`src/rtl/lcd_pkg.sv`:
```
// lcd_pkg -- shared constants and FSM encoding for the LCD text feeder.
//   CMD_LINE1 / CMD_LINE2 : DDRAM set-address commands for the start of each row
//   LINE_LEN / FRAME_LEN  : characters per row, transfers per full frame
//   lcd_state_e           : frame sequencer states
//   char_addr()           : buffer index for (row, column)
package lcd_pkg;

   localparam logic [7:0] CMD_LINE1 = 8'h80;
   localparam logic [7:0] CMD_LINE2 = 8'hC0;
   localparam int         LINE_LEN  = 16;
   localparam int         FRAME_LEN = 34;
   localparam logic [3:0] LAST_COL  = 4'(LINE_LEN - 1);

   typedef enum logic [2:0] {
      ST_IDLE  = 3'd0,
      ST_ADDR1 = 3'd1,
      ST_LINE1 = 3'd2,
      ST_ADDR2 = 3'd3,
      ST_LINE2 = 3'd4,
      ST_DONE  = 3'd5
   } lcd_state_e;

   // Row 0 occupies buffer 0..15, row 1 occupies 16..31.
   function automatic logic [4:0] char_addr(input logic line2, input logic [3:0] col);
      return {line2, col};
   endfunction

endpackage

```
`src/rtl/lcd_char_ram.sv`:
```
// lcd_char_ram -- 32 x 8 character buffer held in flops.
//   clk, rst          : clock, synchronous active-high reset (reloads the init text)
//   wr_en/addr/data   : single write port, takes effect at the clock edge
//   rd_addr, rd_data  : asynchronous read port
// Reset takes priority over a write in the same cycle.
module lcd_char_ram
   import lcd_pkg::*;
#(
   parameter logic [127:0] INIT_LINE1 = "wei zhao chun   ",
   parameter logic [127:0] INIT_LINE2 = "201484006       "
) (
   input  logic       clk,
   input  logic       rst,
   input  logic       wr_en,
   input  logic [4:0] wr_addr,
   input  logic [7:0] wr_data,
   input  logic [4:0] rd_addr,
   output logic [7:0] rd_data
);

   logic [7:0] mem_q [32];
   logic [7:0] mem_d [32];

   always_comb begin
      mem_d = mem_q;
      if (wr_en) begin
         mem_d[wr_addr] = wr_data;
      end
   end

   // Leftmost character of each init string sits in its MSBs.
   always_ff @(posedge clk) begin
      if (rst) begin
         for (int i = 0; i < LINE_LEN; i++) begin
            mem_q[i]            <= INIT_LINE1[127 - 8*i -: 8];
            mem_q[i + LINE_LEN] <= INIT_LINE2[127 - 8*i -: 8];
         end
      end else begin
         mem_q <= mem_d;
      end
   end

   assign rd_data = mem_q[rd_addr];

endmodule

```
`src/rtl/lcd_text_feeder.sv`:
```
// lcd_text_feeder -- streams a 2x16 text buffer to an LCD byte/nibble driver.
//   clk, sw          : clock, synchronous active-high reset
//   wr_en/addr/data  : host character writes (0-15 row 1, 16-31 row 2)
//   refresh          : request a full resend
//   out_valid/rs/byte, out_ready : byte stream, transfer = out_valid & out_ready
//   busy, frame_done : sequencer activity, one-cycle end-of-frame pulse
//   state_dbg        : current sequencer state
// Handshake: out_valid/out_rs/out_byte are registered; once out_valid is high
// the offer is held unchanged until a rising edge sees out_ready high, and the
// next offer is loaded on that same edge so a ready sink sees no bubbles.
module lcd_text_feeder
   import lcd_pkg::*;
#(
   parameter logic [127:0] INIT_LINE1 = "wei zhao chun   ",
   parameter logic [127:0] INIT_LINE2 = "201484006       "
) (
   input  logic       clk,
   input  logic       sw,
   input  logic       wr_en,
   input  logic [4:0] wr_addr,
   input  logic [7:0] wr_data,
   input  logic       refresh,
   output logic       out_valid,
   output logic       out_rs,
   output logic [7:0] out_byte,
   input  logic       out_ready,
   output logic       busy,
   output logic       frame_done,
   output lcd_state_e state_dbg
);

   lcd_state_e state_q, state_d;
   logic [3:0] col_q, col_d;
   logic       valid_q, valid_d;
   logic       rs_q, rs_d;
   logic [7:0] byte_q, byte_d;
   logic       dirty_q, dirty_d;
   logic       start;
   logic       accept;
   logic [4:0] rd_addr;
   logic [7:0] rd_data;
   logic [7:0] next_char;

   lcd_char_ram #(
      .INIT_LINE1 (INIT_LINE1),
      .INIT_LINE2 (INIT_LINE2)
   ) u_ram (
      .clk     (clk),
      .rst     (sw),
      .wr_en   (wr_en),
      .wr_addr (wr_addr),
      .wr_data (wr_data),
      .rd_addr (rd_addr),
      .rd_data (rd_data)
   );

   assign accept = valid_q & out_ready;

   // Address of the character that becomes the offer if the current one is accepted.
   always_comb begin
      rd_addr = char_addr(1'b0, 4'd0);
      case (state_q)
         ST_LINE1: rd_addr = char_addr(1'b0, col_q + 4'd1);
         ST_ADDR2: rd_addr = char_addr(1'b1, 4'd0);
         ST_LINE2: rd_addr = char_addr(1'b1, col_q + 4'd1);
         default:  rd_addr = char_addr(1'b0, 4'd0);
      endcase
   end

   // A write landing on the edge that loads that character must be sent new.
   assign next_char = (wr_en && (wr_addr == rd_addr)) ? wr_data : rd_data;

   always_comb begin
      state_d = state_q;
      col_d   = col_q;
      valid_d = valid_q;
      rs_d    = rs_q;
      byte_d  = byte_q;
      start   = 1'b0;
      case (state_q)
         ST_IDLE: begin
            if (dirty_q) begin
               start   = 1'b1;
               state_d = ST_ADDR1;
               valid_d = 1'b1;
               rs_d    = 1'b0;
               byte_d  = CMD_LINE1;
            end
         end
         ST_ADDR1: begin
            if (accept) begin
               state_d = ST_LINE1;
               col_d   = 4'd0;
               rs_d    = 1'b1;
               byte_d  = next_char;
            end
         end
         ST_LINE1: begin
            if (accept) begin
               if (col_q == LAST_COL) begin
                  state_d = ST_ADDR2;
                  col_d   = 4'd0;
                  rs_d    = 1'b0;
                  byte_d  = CMD_LINE2;
               end else begin
                  col_d  = col_q + 4'd1;
                  byte_d = next_char;
               end
            end
         end
         ST_ADDR2: begin
            if (accept) begin
               state_d = ST_LINE2;
               col_d   = 4'd0;
               rs_d    = 1'b1;
               byte_d  = next_char;
            end
         end
         ST_LINE2: begin
            if (accept) begin
               if (col_q == LAST_COL) begin
                  state_d = ST_DONE;
                  col_d   = 4'd0;
                  valid_d = 1'b0;
               end else begin
                  col_d  = col_q + 4'd1;
                  byte_d = next_char;
               end
            end
         end
         ST_DONE: begin
            state_d = ST_IDLE;
         end
         default: begin
            state_d = ST_IDLE;
            valid_d = 1'b0;
         end
      endcase
      // A new event on the starting edge wins, so it is never lost.
      dirty_d = (dirty_q & ~start) | wr_en | refresh;
   end

   always_ff @(posedge clk) begin
      if (sw) begin
         state_q <= ST_IDLE;
         col_q   <= 4'd0;
         valid_q <= 1'b0;
         rs_q    <= 1'b0;
         byte_q  <= 8'h00;
         dirty_q <= 1'b1;
      end else begin
         state_q <= state_d;
         col_q   <= col_d;
         valid_q <= valid_d;
         rs_q    <= rs_d;
         byte_q  <= byte_d;
         dirty_q <= dirty_d;
      end
   end

   assign out_valid  = valid_q;
   assign out_rs     = rs_q;
   assign out_byte   = byte_q;
   assign busy       = (state_q != ST_IDLE);
   assign frame_done = (state_q == ST_DONE);
   assign state_dbg  = state_q;

endmodule
```
`config.mk`:
```
export PLATFORM = sky130hd
export DESIGN_NAME = lcd_text_feeder
export DESIGN_NICKNAME = d
export VERILOG_FILES = /design/src/rtl/lcd_pkg.sv /design/src/rtl/lcd_char_ram.sv /design/src/rtl/lcd_text_feeder.sv
export SDC_FILE = /design/constraint.sdc
export NUM_CORES = 1
export LEC_CHECK = 0
export BUFFER_PORTS_ARGS = -buffer_cell sky130_fd_sc_hd__buf_2
export CORE_MARGIN = 4
export CORE_UTILIZATION = 37
export DETAILED_ROUTE_END_ITERATION = 6
export GPL_ROUTABILITY_DRIVEN = 0
export PLACE_DENSITY = 0.63
export SLEW_MARGIN = 5
export SYNTH_ARGS = -nofsm -noshare
export SYNTH_HDL_FRONTEND = slang
export SYNTH_SLANG_ARGS = --single-unit
export TNS_END_PERCENT = 100
```
`constraint.sdc`:
```
create_clock -name clk -period 3.9 [get_ports clk]
set_clock_uncertainty 0.05 [all_clocks]
set_input_delay 0.78 -clock clk [delete_from_list [all_inputs] [get_ports clk]]
set_output_delay 0.78 -clock clk [all_outputs]
set_load 0.02 [all_outputs]
```
==> results.json <==
{
  "synthFlopType": "dfxtp_1",
  "highest_layer": "met5",
  "vias": 11200,
  "yosysWarnings": 0,
  "cellLeakagePower_nw": 5.10,
  "rows": 67,
  "antenna_cells": 0,
  "grt_pass1_wl_mm": 62.1,
  "cts_tree": "done",
  "criticalPathCategory": "register to register",
  "layout_common_cells": "nand2_1 (329), dfxtp_1 (273), mux2i_1 (173)",
  "cts.clk_slew.worst_paths_ns": 0.07,
  "clk_latency_ns": 0.57,
  "wl_met1_mm": 18.1,
  "dieArea_sq_mm": 0.0372,
  "power_density_mw_per_mm2": 438,
  "drt-pass1-iter-count": 6,
  "hold_path.class": "primary input to register",
  "maxCapViolCount": 0,
  "yosysUniqueCellTypes": 68,
  "nFillCells": 3344,
  "fp.dieW_um": 193,
  "fmax_mhz": 313,
  "cts_setup_buffers": 0,
  "synthTopCellsByArea": "dfxtp_1 (43%), mux2i_1 (14%), nand2_1 (9.8%), nand3_1 (5.4%), nor2_1 (4.7%)",
  "timing.hold.ws_ns": 0.364,
  "syn_avg_cell_area_sq_um": 8.28,
  "grt_pass1_vias": 10500,
  "final_common_cell": "nand2_1",
  "synth-edff-count": 0,
  "port_buffers": 32,
  "routed_wirelength_mm": 39.9,
  "yosysTopAreaCell": "dfxtp_1",
  "timing.final.crit_period_ns": 3.19,
  "syn_inst": 1527,
  "ctsHoldBuffers": 0,
  "ys_ff_latch": 274,
  "clockBufferDepth": 3,
  "power.total_mw": 6.20,
  "core_sq_mm": 0.0336,
  "crit_chain": "xor2_4 -> nand2_2 -> buf_4 -> a221oi_1 -> a211oi_1 -> a31o_1 -> o211ai_1 -> nand3_1",
  "final.setup.tns_ns": 0,
  "final_core_util": 0.421,
  "grt_use_total": 0.211,
  "final_net_count": 1512,
  "start_kind": "register",
  "cts_sinks": 274,
  "ant_nets": 0,
  "critPathTopFamily": "compound AO/OA/AOI/OAI gates",
  "worstPathArrival_ns": 3.57,
  "grt-ovfl-total": 0,
  "yosysTopAreaCellShare": 0.434,
  "wl_met2_mm": 16.8,
  "slew_viol_final": 0,
  "drc": 0,
  "pin_count": 33,
  "drtIter0Drc": 1357,
  "die_h_um": 193,
  "syn_nets": 1546,
  "period_share": 0.818,
  "wl_met3_mm": 3.65,
  "end_kind": "register",
  "area_growth_pct": 12.0,
  "cts-root-buf": "clkbuf_16",
  "netlist_area_sq_mm": 0.0126,
  "vias_per_cell": 5.72,
  "setup_viol": 0,
  "relSlewSlack": 0.302,
  "cts_buffers": 30,
  "dpl.hpwl_mm": 25.3,
  "finalHoldViolations": 0,
  "cp.required_ns": 4.28,
  "worstMarginPinSlew_ns": 1.05,
  "max-vdd-ir-drop_uv": 443,
  "status": "finished clean",
  "yosysSeqAreaShare": 0.434,
  "async_reset_ff_frac": 0,
  "layout-drive-gt1-share": 0.103,
  "start_util": 0.376,
  "rsz0062_at_grt": "false",
  "cp_slowest_cell": "dfxtp_1",
  "path_buf_inv": 1,
  "slowest_delay_ns": 0.77,
  "antenna_found_initial": 0,
  "grt_max_degree": 96,
  "routedWlPerCell_um": 20.3,
  "htree_levels": 1,
  "cts.repair.resized": 0,
  "path_max_fanout": 23
}
per-stage QoR:
stage          instances  setup slack (ns)  area, sq um
5_1_grt             1965             0.621        14200
3_3_place_gp        1909             0.819        13100
2_1_floorplan       1527              1.39        12600
4_1_cts             1965             0.782        14200
3_5_place_dp        1909             0.806        13100
6_report            1965             0.709        14200
final timing paths:
path                                  startpoint          endpoint  slack [ns]  depth (start not counted)
worst min-delay path                     refresh           dirty_q        0.36                          2
worst max register to register      state_dbg[2]       out_byte[3]        0.71                          8
worst min register to register  u_ram.mem_q[175]  u_ram.mem_q[175]        0.40                          2
worst max-delay path                state_dbg[2]       out_byte[3]        0.71                          8
flip-flops by register name, indices dropped and copies added (netlist names):
signal / cells
col_q: 4
dirty_q: 1
out_byte: 8
out_rs: 1
out_valid: 1
state_dbg: 3
u_ram.mem_q: 256
cell usage after synthesis, types with 3 or more instances:
library cell / count
a221o_1: 3
nor2_2: 13
and2_1: 3
or2_2: 3
nand4_1: 3
a311oi_1: 7
dfxtp_1: 274
nor3b_2: 3
a311o_1: 15
o31a_1: 7
a22oi_1: 8
nor2b_1: 7
clkbuf_1: 101
mux2_2: 7
a21oi_1: 72
a31oi_1: 7
nor3_1: 9
o2111a_1: 3
nor2_1: 157
a221oi_1: 26
or3_1: 5
buf_2: 17
nand2_1: 330
o31ai_1: 6
buf_4: 5
a31o_1: 6
inv_1: 7
o21ai_0: 10
buf_1: 7
and3_1: 3
o211ai_1: 23
nand3_1: 137
mux2i_1: 173
a211oi_1: 25
where the power goes:
group,switching (mW),internal [mW],total [mW]
sequential,0.0259,2.83,2.86
clock,1.17,1.77,2.94
combinational,0.298,0.107,0.405
total,1.49,4.71,6.20
metal layers:
layer  global-route usage  vias up
met5              0.00962        -
met4               0.0650        2
met3               0.0476       85
met2                0.311      496
met1                0.305     5410
li1                     -     5248
cell type report:
| class | count | area, sq um | share of cell area |
|---|---|---|---|
| Inverter | 9 | 33.8 | 0.00239 |
| Clock buffer | 46 | 931 | 0.0657 |
| Multi-Input combinational cell | 1113 | 6600 | 0.466 |
| Tap cell | 448 | 561 | 0.0396 |
| Clock inverter | 10 | 120 | 0.00848 |
| Timing Repair Buffer | 65 | 427 | 0.0301 |
| Sequential cell | 274 | 5490 | 0.387 |
kinds of logic after synthesis:
kind of cell	Yosys count	synth area share
AND/OR/NAND/NOR	688	0.233
multiplexers	182	0.147
XOR/XNOR	7	0.00811
buffers and inverters	140	0.0453
AO/OA/AOI/OAI	235	0.132
flip-flops	274	0.434
adder cells (fa/ha/maj)	1	0.000989
(Power assumes the default switching activity.)
